[src/rtl/read_stage_pkg.sv]
// Shared instruction-format definitions for the read stage: type/opcode codes,
// field widths and bit positions, and the field decoder used by the top.
package read_stage_pkg;

   localparam int INSTRUCTION_SIZE = 16;
   localparam int REG_ADDR_SIZE    = 3;

   localparam int OPCODE_SIZE    = 4;
   localparam int VALUE_SIZE     = 6;
   localparam int CONSTANT_SIZE  = 8;
   localparam int OFFSET_SIZE    = 6;
   localparam int CONDITION_SIZE = 3;

   // The top two opcode bits pick the instruction class; the low two pick the variant.
   localparam int INST_SELECT_MSB          = 15;
   localparam int INST_SELECT_LSB          = 14;
   localparam int OPCODE_SELECT_MSB        = 15;
   localparam int OPCODE_SELECT_LSB        = 12;
   localparam int MEMORY_ACCESS_SELECT_MSB = 13;
   localparam int MEMORY_ACCESS_SELECT_LSB = 12;
   localparam int JUMP_SELECT_MSB          = 13;
   localparam int JUMP_SELECT_LSB          = 12;
   localparam int CONDITION_MSB            = 11;
   localparam int CONDITION_LSB            = 9;

   localparam int ARITH_SRC0_LSB = 3;
   localparam int ARITH_SRC1_LSB = 0;
   localparam int ARITH_DEST_LSB = 6;
   localparam int SHIFT_SRC0_LSB = 6;
   localparam int SHIFT_DEST_LSB = 6;
   localparam int MEM_SRC0_LSB   = 0;
   localparam int MEM_DEST_LSB   = 8;
   localparam int JMP_SRC0_LSB   = 0;
   localparam int JCOND_SRC0_LSB = 6;
   localparam int JCOND_SRC1_LSB = 0;

   typedef enum logic [1:0] {
      INST_ARITH  = 2'b00,
      INST_SHIFT  = 2'b01,
      INST_MEMORY = 2'b10,
      INST_JUMP   = 2'b11
   } inst_type_t;

   typedef enum logic [1:0] {
      MEM_LOAD     = 2'b00,
      MEM_STORE    = 2'b01,
      MEM_LOADC    = 2'b10,
      MEM_RESERVED = 2'b11
   } mem_type_t;

   typedef enum logic [1:0] {
      JUMP_JMP      = 2'b00,
      JUMP_JMPR     = 2'b01,
      JUMP_JMPCOND  = 2'b10,
      JUMP_JMPRCOND = 2'b11
   } jump_type_t;

   localparam logic [OPCODE_SIZE-1:0] OP_ADD      = 4'h0;
   localparam logic [OPCODE_SIZE-1:0] OP_SUB      = 4'h1;
   localparam logic [OPCODE_SIZE-1:0] OP_AND      = 4'h2;
   localparam logic [OPCODE_SIZE-1:0] OP_OR       = 4'h3;
   localparam logic [OPCODE_SIZE-1:0] OP_SHL      = 4'h4;
   localparam logic [OPCODE_SIZE-1:0] OP_SHR      = 4'h5;
   localparam logic [OPCODE_SIZE-1:0] OP_LOAD     = 4'h8;
   localparam logic [OPCODE_SIZE-1:0] OP_STORE    = 4'h9;
   localparam logic [OPCODE_SIZE-1:0] OP_LOADC    = 4'hA;
   localparam logic [OPCODE_SIZE-1:0] OP_JMP      = 4'hC;
   localparam logic [OPCODE_SIZE-1:0] OP_JMPR     = 4'hD;
   localparam logic [OPCODE_SIZE-1:0] OP_JMPCOND  = 4'hE;
   localparam logic [OPCODE_SIZE-1:0] OP_JMPRCOND = 4'hF;

   localparam logic [INSTRUCTION_SIZE-1:0] NOP = 16'h0000;

   typedef enum logic [2:0] {
      KIND_ARITH,
      KIND_SHIFT,
      KIND_LOADSTORE,
      KIND_LOADC,
      KIND_JMP,
      KIND_JMPR,
      KIND_JMPCOND,
      KIND_JMPRCOND
   } kind_t;

   typedef struct packed {
      kind_t                    kind;
      logic [REG_ADDR_SIZE-1:0] src0;
      logic [REG_ADDR_SIZE-1:0] src1;
      logic [REG_ADDR_SIZE-1:0] dest;
      logic                     use0;
      logic                     use1;
   } decode_t;

   // Unused sources stay at register 0 so the read ports idle at address 0.
   function automatic decode_t decode_instruction(input logic [INSTRUCTION_SIZE-1:0] inst);
      decode_t d;
      d      = '0;
      d.kind = KIND_ARITH;
      case (inst[INST_SELECT_MSB:INST_SELECT_LSB])
         INST_ARITH: begin
            d.kind = KIND_ARITH;
            d.src0 = inst[ARITH_SRC0_LSB +: REG_ADDR_SIZE];
            d.src1 = inst[ARITH_SRC1_LSB +: REG_ADDR_SIZE];
            d.dest = inst[ARITH_DEST_LSB +: REG_ADDR_SIZE];
            d.use0 = 1'b1;
            d.use1 = 1'b1;
         end
         INST_SHIFT: begin
            d.kind = KIND_SHIFT;
            d.src0 = inst[SHIFT_SRC0_LSB +: REG_ADDR_SIZE];
            d.dest = inst[SHIFT_DEST_LSB +: REG_ADDR_SIZE];
            d.use0 = 1'b1;
         end
         INST_MEMORY: begin
            d.dest = inst[MEM_DEST_LSB +: REG_ADDR_SIZE];
            if (inst[MEMORY_ACCESS_SELECT_MSB:MEMORY_ACCESS_SELECT_LSB] == MEM_LOADC) begin
               d.kind = KIND_LOADC;
            end else begin
               d.kind = KIND_LOADSTORE;
               d.src0 = inst[MEM_SRC0_LSB +: REG_ADDR_SIZE];
               d.use0 = 1'b1;
            end
         end
         INST_JUMP: begin
            case (inst[JUMP_SELECT_MSB:JUMP_SELECT_LSB])
               JUMP_JMP: begin
                  d.kind = KIND_JMP;
                  d.src0 = inst[JMP_SRC0_LSB +: REG_ADDR_SIZE];
                  d.use0 = 1'b1;
               end
               JUMP_JMPR: begin
                  d.kind = KIND_JMPR;
               end
               JUMP_JMPCOND: begin
                  d.kind = KIND_JMPCOND;
                  d.src0 = inst[JCOND_SRC0_LSB +: REG_ADDR_SIZE];
                  d.src1 = inst[JCOND_SRC1_LSB +: REG_ADDR_SIZE];
                  d.use0 = 1'b1;
                  d.use1 = 1'b1;
               end
               default: begin
                  d.kind = KIND_JMPRCOND;
                  d.src0 = inst[JCOND_SRC0_LSB +: REG_ADDR_SIZE];
                  d.use0 = 1'b1;
               end
            endcase
         end
         default: ;
      endcase
      return d;
   endfunction

endpackage

[src/rtl/read_stage_fwd_mux.sv]
// Operand source selection for one register read: picks forwarded data from the
// youngest ready producer, otherwise register-file data, and flags load-use.
module read_stage_fwd_mux
   import read_stage_pkg::*;
#(
   parameter int DATA_SIZE = 32,
   parameter int NUM_FWD   = 2
) (
   input  logic [REG_ADDR_SIZE-1:0]     src,
   input  logic                         used,
   input  logic [DATA_SIZE-1:0]         read_data,
   input  logic [NUM_FWD-1:0]           fwd_valid,
   input  logic [NUM_FWD-1:0]           fwd_pending,
   input  logic [NUM_FWD*3-1:0]         fwd_address,
   input  logic [NUM_FWD*DATA_SIZE-1:0] fwd_data,
   output logic [DATA_SIZE-1:0]         data,
   output logic                         hazard
);

   logic match_found;
   logic match_pending;
   logic ready_found;
   logic [DATA_SIZE-1:0] ready_data;

   // Scan from the youngest source; the first match decides the hazard, while
   // the first non-pending match supplies the data.
   always_comb begin
      match_found   = 1'b0;
      match_pending = 1'b0;
      ready_found   = 1'b0;
      ready_data    = '0;
      for (int i = 0; i < NUM_FWD; i++) begin
         if (fwd_valid[i] && (fwd_address[3*i +: 3] == src)) begin
            if (!match_found) begin
               match_found   = 1'b1;
               match_pending = fwd_pending[i];
            end
            if (!ready_found && !fwd_pending[i]) begin
               ready_found = 1'b1;
               ready_data  = fwd_data[DATA_SIZE*i +: DATA_SIZE];
            end
         end
      end
   end

   always_comb begin
      data   = (used && ready_found) ? ready_data : read_data;
      hazard = used && match_found && match_pending;
   end

endmodule

[src/rtl/read_stage.sv]
// Second pipeline stage: decodes the instruction, reads and forwards operands,
// and holds the result in a one-entry valid/ready slot for the execute unit.
module read_stage
   import read_stage_pkg::*;
#(
   parameter int DATA_SIZE  = 32,
   parameter int NUM_FWD    = 2,
   parameter int COUNT_SIZE = 16
) (
   input  logic                         clock,
   input  logic                         reset,
   input  logic                         flush,
   input  logic                         in_valid,
   output logic                         in_ready,
   input  logic [INSTRUCTION_SIZE-1:0]  instruction,
   output logic [REG_ADDR_SIZE-1:0]     read_address0,
   output logic [REG_ADDR_SIZE-1:0]     read_address1,
   input  logic [DATA_SIZE-1:0]         read_data0,
   input  logic [DATA_SIZE-1:0]         read_data1,
   input  logic [NUM_FWD-1:0]           fwd_valid,
   input  logic [NUM_FWD-1:0]           fwd_pending,
   input  logic [NUM_FWD*3-1:0]         fwd_address,
   input  logic [NUM_FWD*DATA_SIZE-1:0] fwd_data,
   output logic                         out_valid,
   input  logic                         out_ready,
   output logic [OPCODE_SIZE-1:0]       opcode,
   output logic [DATA_SIZE-1:0]         operand0,
   output logic [DATA_SIZE-1:0]         operand1,
   output logic [DATA_SIZE-1:0]         operand2,
   output logic [VALUE_SIZE-1:0]        value,
   output logic [CONSTANT_SIZE-1:0]     constant,
   output logic [OFFSET_SIZE-1:0]       offset,
   output logic [CONDITION_SIZE-1:0]    condition,
   output logic [COUNT_SIZE-1:0]        hazard_count
);

   decode_t              dec;
   logic [DATA_SIZE-1:0] data0;
   logic [DATA_SIZE-1:0] data1;
   logic [DATA_SIZE-1:0] dest_ext;
   logic                 hazard0;
   logic                 hazard1;
   logic                 hazard;
   logic                 slot_free;
   logic                 accept;

   always_comb begin
      dec           = decode_instruction(instruction);
      read_address0 = dec.src0;
      read_address1 = dec.src1;
      dest_ext      = {{(DATA_SIZE-REG_ADDR_SIZE){1'b0}}, dec.dest};
   end

   read_stage_fwd_mux #(
      .DATA_SIZE (DATA_SIZE),
      .NUM_FWD   (NUM_FWD)
   ) u_fwd0 (
      .src         (dec.src0),
      .used        (dec.use0),
      .read_data   (read_data0),
      .fwd_valid   (fwd_valid),
      .fwd_pending (fwd_pending),
      .fwd_address (fwd_address),
      .fwd_data    (fwd_data),
      .data        (data0),
      .hazard      (hazard0)
   );

   read_stage_fwd_mux #(
      .DATA_SIZE (DATA_SIZE),
      .NUM_FWD   (NUM_FWD)
   ) u_fwd1 (
      .src         (dec.src1),
      .used        (dec.use1),
      .read_data   (read_data1),
      .fwd_valid   (fwd_valid),
      .fwd_pending (fwd_pending),
      .fwd_address (fwd_address),
      .fwd_data    (fwd_data),
      .data        (data1),
      .hazard      (hazard1)
   );

   // flush blocks acceptance but deliberately stays out of in_ready.
   always_comb begin
      hazard    = in_valid && (hazard0 || hazard1);
      slot_free = !out_valid || out_ready;
      in_ready  = slot_free && !hazard;
      accept    = in_valid && in_ready && !flush;
   end

   always_ff @(posedge clock) begin
      if (reset) begin
         hazard_count <= '0;
      end else if (hazard && (hazard_count != {COUNT_SIZE{1'b1}})) begin
         hazard_count <= hazard_count + COUNT_SIZE'(1);
      end
   end

   // Fields an instruction type does not carry keep their previous contents.
   always_ff @(posedge clock) begin
      if (reset) begin
         out_valid <= 1'b0;
         opcode    <= '0;
         operand0  <= '0;
         operand1  <= '0;
         operand2  <= '0;
         value     <= '0;
         constant  <= '0;
         offset    <= '0;
         condition <= '0;
      end else if (flush) begin
         out_valid <= 1'b0;
      end else if (accept) begin
         out_valid <= 1'b1;
         opcode    <= instruction[OPCODE_SELECT_MSB:OPCODE_SELECT_LSB];
         case (dec.kind)
            KIND_ARITH: begin
               operand0 <= dest_ext;
               operand1 <= data0;
               operand2 <= data1;
            end
            KIND_SHIFT: begin
               operand0 <= dest_ext;
               operand1 <= data0;
               value    <= instruction[VALUE_SIZE-1:0];
            end
            KIND_LOADSTORE: begin
               operand0 <= dest_ext;
               operand1 <= data0;
            end
            KIND_LOADC: begin
               operand0 <= dest_ext;
               constant <= instruction[CONSTANT_SIZE-1:0];
            end
            KIND_JMP: begin
               operand0 <= data0;
            end
            KIND_JMPR: begin
               operand0 <= data0;
               offset   <= instruction[OFFSET_SIZE-1:0];
            end
            KIND_JMPCOND: begin
               operand0  <= data0;
               operand1  <= data1;
               condition <= instruction[CONDITION_MSB:CONDITION_LSB];
            end
            default: begin
               operand0  <= data0;
               offset    <= instruction[OFFSET_SIZE-1:0];
               condition <= instruction[CONDITION_MSB:CONDITION_LSB];
            end
         endcase
      end else if (slot_free) begin
         out_valid <= 1'b0;
      end
   end

endmodule

[config.mk]
export PLATFORM = sky130hd
export DESIGN_NAME = read_stage
export DESIGN_NICKNAME = d
export VERILOG_FILES = /design/src/rtl/read_stage_pkg.sv /design/src/rtl/read_stage_fwd_mux.sv /design/src/rtl/read_stage.sv
export SDC_FILE = /design/constraint.sdc
export NUM_CORES = 1
export LEC_CHECK = 0
export CAP_MARGIN = 25
export CORE_MARGIN = 4
export CORE_UTILIZATION = 48
export DETAILED_ROUTE_END_ITERATION = 12
export PLACE_DENSITY = 0.93
export SLEW_MARGIN = 20
export SYNTH_ARGS = -nofsm -noshare
export SYNTH_HDL_FRONTEND = slang
export SYNTH_SLANG_ARGS = --single-unit
[constraint.sdc]
create_clock -name clock -period 8 [get_ports clock]
set_clock_uncertainty 0.1 [all_clocks]
set_input_delay 0.8 -clock clock [delete_from_list [all_inputs] [get_ports clock]]
set_output_delay 0.8 -clock clock [all_outputs]
set_load 0.005 [all_outputs]
==> results.md <==
- Largest net degree at the start of global routing: 65
- CTS root buf: clkbuf_16
- Most frequent CP cell: clkdlybuf4s50_1
- Non-Filler Instances: 1,521
- Max capacitance violation total: 0
- Setup tns final: 0 ns
- GRT Total Usage: 33.01%
- Critical-path cell with the highest stage delay: a32oi_4
- Worst Tran Pin Value: 1.017 ns
- Via count: 9,444
- Initial antenna violation count: 2
- RSZ-0062 raised after global routing: no
- Post-route design area: 11,520 um^2
- Dpl cells: 1,486
- Via density per instance: 6.209
- VDD IR-drop max: 0.0001446 V
- Crit path DAT: 4.86 ns
- Iter 0 DRT Violations: 1,023
- Synth cell types: 73
- Placed cell area: 10,950 um^2
- Cell chain of the critical path: clkdlybuf4s50_1 > inv_1 > ha_1 > and4bb_4 > or2_1 > a32oi_4 > nor4_1 > mux2i_1 > o211a_4 > nor2b_1 > nor2_1 > clkdlybuf4s50_1
- DR pass1 iterations: 6
- FILL cells: 1,195
- Overall power: 1.865 mW
- Slew Limit Fails: 0
- Die height: 135.8 um
- Final min period: 5.762 ns
- PortBufs: 305
- Most frequent cells in the layout: clkdlybuf4s50_1 (304), nand2_1 (221), dfxtp_1 (140)
- #FFs+latches synth: 140
- Hold Buf Count CTS: 0
- Worst min path class: flip-flop to flip-flop
- Leading cell type in the layout, fill and taps excluded: clkdlybuf4s50_1
- Gpl congestion: 0.9215
- Top_reg_cell synth: dfxtp_1
- Syn Area/Cell: 7.534 um^2
- Hold Fails Final Rpt: 0
- Async set or reset register ratio after synthesis: 0%
- Crit path required time: 7.10 ns
- Antenna-violating nets left: 0
- Layout cells sized above 1: 5.986%
- Rel. slew slack: 32.03%
- CTS buffer count: 17
- Post-CTS Setup Bufs: 0
- Final period util: 72.03%
- Seq/Total Area, Yosys: 35.74%
- Die Wd: 135.8 um
- CP delay by family, top: buffers and inverters
- Final net count: 1,456
- CTS tree: built
- Dpl hpwl: 22,240 um
- Area of the multi-input gates: 4603 um^2
- Register Area: 2803 um^2
- Io pins: 306
- Crit-path max cell delay: 0.86 ns
- Worst-Skew Late Latency: 0.43 ns
- Pleak: 4.137 nW
- Critical path peak fanout: 26
- Drt total wl: 31,810 um
- Ys Warns: 0
- Post-Syn Nets: 1,207
- Max Buffers Root-to-Sink: 2
- Post-route DRC: 0
- Post-CTS Resized: 0
- Core Box Area: 15,940 um^2
- Number of H-tree levels: 4
- FP Rows: 46
- Initial Util: 49.19%
- Setup Viol. Count Final: 0
- Status: finished clean
- Buf/Inv on CP: 3
- Area growth, synth to finish: 46.90%
- Post-Syn Area: 7843 um^2
- CP Capture Type: output pin
- Num Clock Sinks: 140
- Mapped Cells: 1,041
- Power Density: 161.9 nW/um^2
- Die ar.: 18,450 um^2
- Final Core Density: 72.27%
- Vias in the first global route: 9,076
- GRT overflow: 0
- Crit start category: input port
- CTS clk-pin slew, worst paths: 0.07 ns
- Critical setup path kind: input port to output pin
- DR WL/cell: 20.92 um
- First-pass GRT wire length: 47,840 um
- Post-synth EDFFs: 0
- Max Clk Rate: 0.1735 GHz
-- cells by family after synthesis --
family | Yosys count | share of synthesized area [%]
simple gates | 431 | 25.10
compound gates | 308 | 26.34
flops | 140 | 35.74
buf+inv | 110 | 6.190
mux | 28 | 3.622
xor+xnor | 17 | 1.898
fa+ha+maj | 7 | 1.117
-- layer usage --
metal / track usage, % / share of wire (%)
met5: 0 / 0
met3: 10.58 / 13
met4: 16.01 / 5.5
met1: 38.74 / 36
met2: 54.59 / 46
-- worst min-delay path: cells and delay by family (launching register included) --
kind	cells	cell delay, ns
and+or+nand+nor	1	0.05
DFF	1	0.31
AOI/OAI and AO/OA	1	0.05
-- power by group --
| group | internal [mW] | switching, mW | leakage [nW] |
|---|---|---|---|
| combinational | 0.181 | 0.191 | 2.73 |
| clock | 0.408 | 0.350 | 0.275 |
| sequential | 0.721 | 0.0131 | 1.14 |
-- metrics by stage --
| step | hold WS (ns) | setup WS [ns] |
|---|---|---|
| 2_1_floorplan | 0.3428 | 4.249 |
| 3_3_place_gp | 0.3324 | 2.362 |
| 3_5_place_dp | 0.3367 | 2.273 |
| 4_1_cts | 0.3457 | 2.274 |
| 5_1_grt | 0.3604 | 2.052 |
| 6_report | 0.3444 | 2.238 |
-- cell usage after synthesis (all sizes together) (3+ instances only) --
cell     count  area, um^2
xnor2       12       105.1
or2          4       25.03
a22oi        5       37.54
o211ai      34       260.3
a32o         3       30.03
o21a         4       30.03
o221ai      26       234.0
a221o        3       30.03
and3         8       50.05
o22ai        3       18.77
xor2         5       43.79
nand4        9       62.56
nor2b       15       93.84
a31oi        3       18.77
nor3b        6       45.04
nor4        27       196.4
nand3b       5       37.54
nor3        11       55.05
clkbuf      62       232.7
mux2         3       33.78
mux2i       25       250.2
nor2        94       352.8
o311a        3       30.03
o21ai       99       499.2
a211oi       5       50.05
ha           7       87.58
dfxtp      140        2803
a311oi      32       280.3
a2bb2oi      4       35.03
a21oi       69       349.1
nand2      222       840.8
buf         29       181.4
nand3       12       65.06
o311ai       3       33.79
nand2b       5       31.28
inv         19       71.32
-- layout make-up --
type,count,share of cell area (%)
multi-input combinational,791,39.95
timing repair buffer,321,27.89
sequential,140,24.33
clock buffer,17,3.692
tap,216,2.346
clock inverter,15,1.129
inverter,19,0.6190
antenna,2,0.04344
-- path summary, 6_finish.rpt --
| check | startpoint | endpoint | slack [ns] | cells past startpoint |
|---|---|---|---|---|
| worst max-delay path | instruction[14] | in_ready | 2.24 | 12 |
| worst min-delay path | operand0[10]$_SDFFE_PP0P_ | operand0[10]$_SDFFE_PP0P_ | 0.34 | 2 |
| worst max register to register | hazard_count[3]$_SDFFE_PP0P_ | hazard_count[15]$_SDFFE_PP0P_ | 5.13 | 9 |
| worst min register to register | operand0[10]$_SDFFE_PP0P_ | operand0[10]$_SDFFE_PP0P_ | 0.34 | 2 |
-- state kept, by name, indices dropped and copies added, names as in the netlist --
signal        cells
operand2         32
operand1         32
offset            6
condition         3
operand0         32
value             6
hazard_count     16
opcode            4
out_valid         1
constant          8
Note: power is estimated with default switching activity, not from simulation.
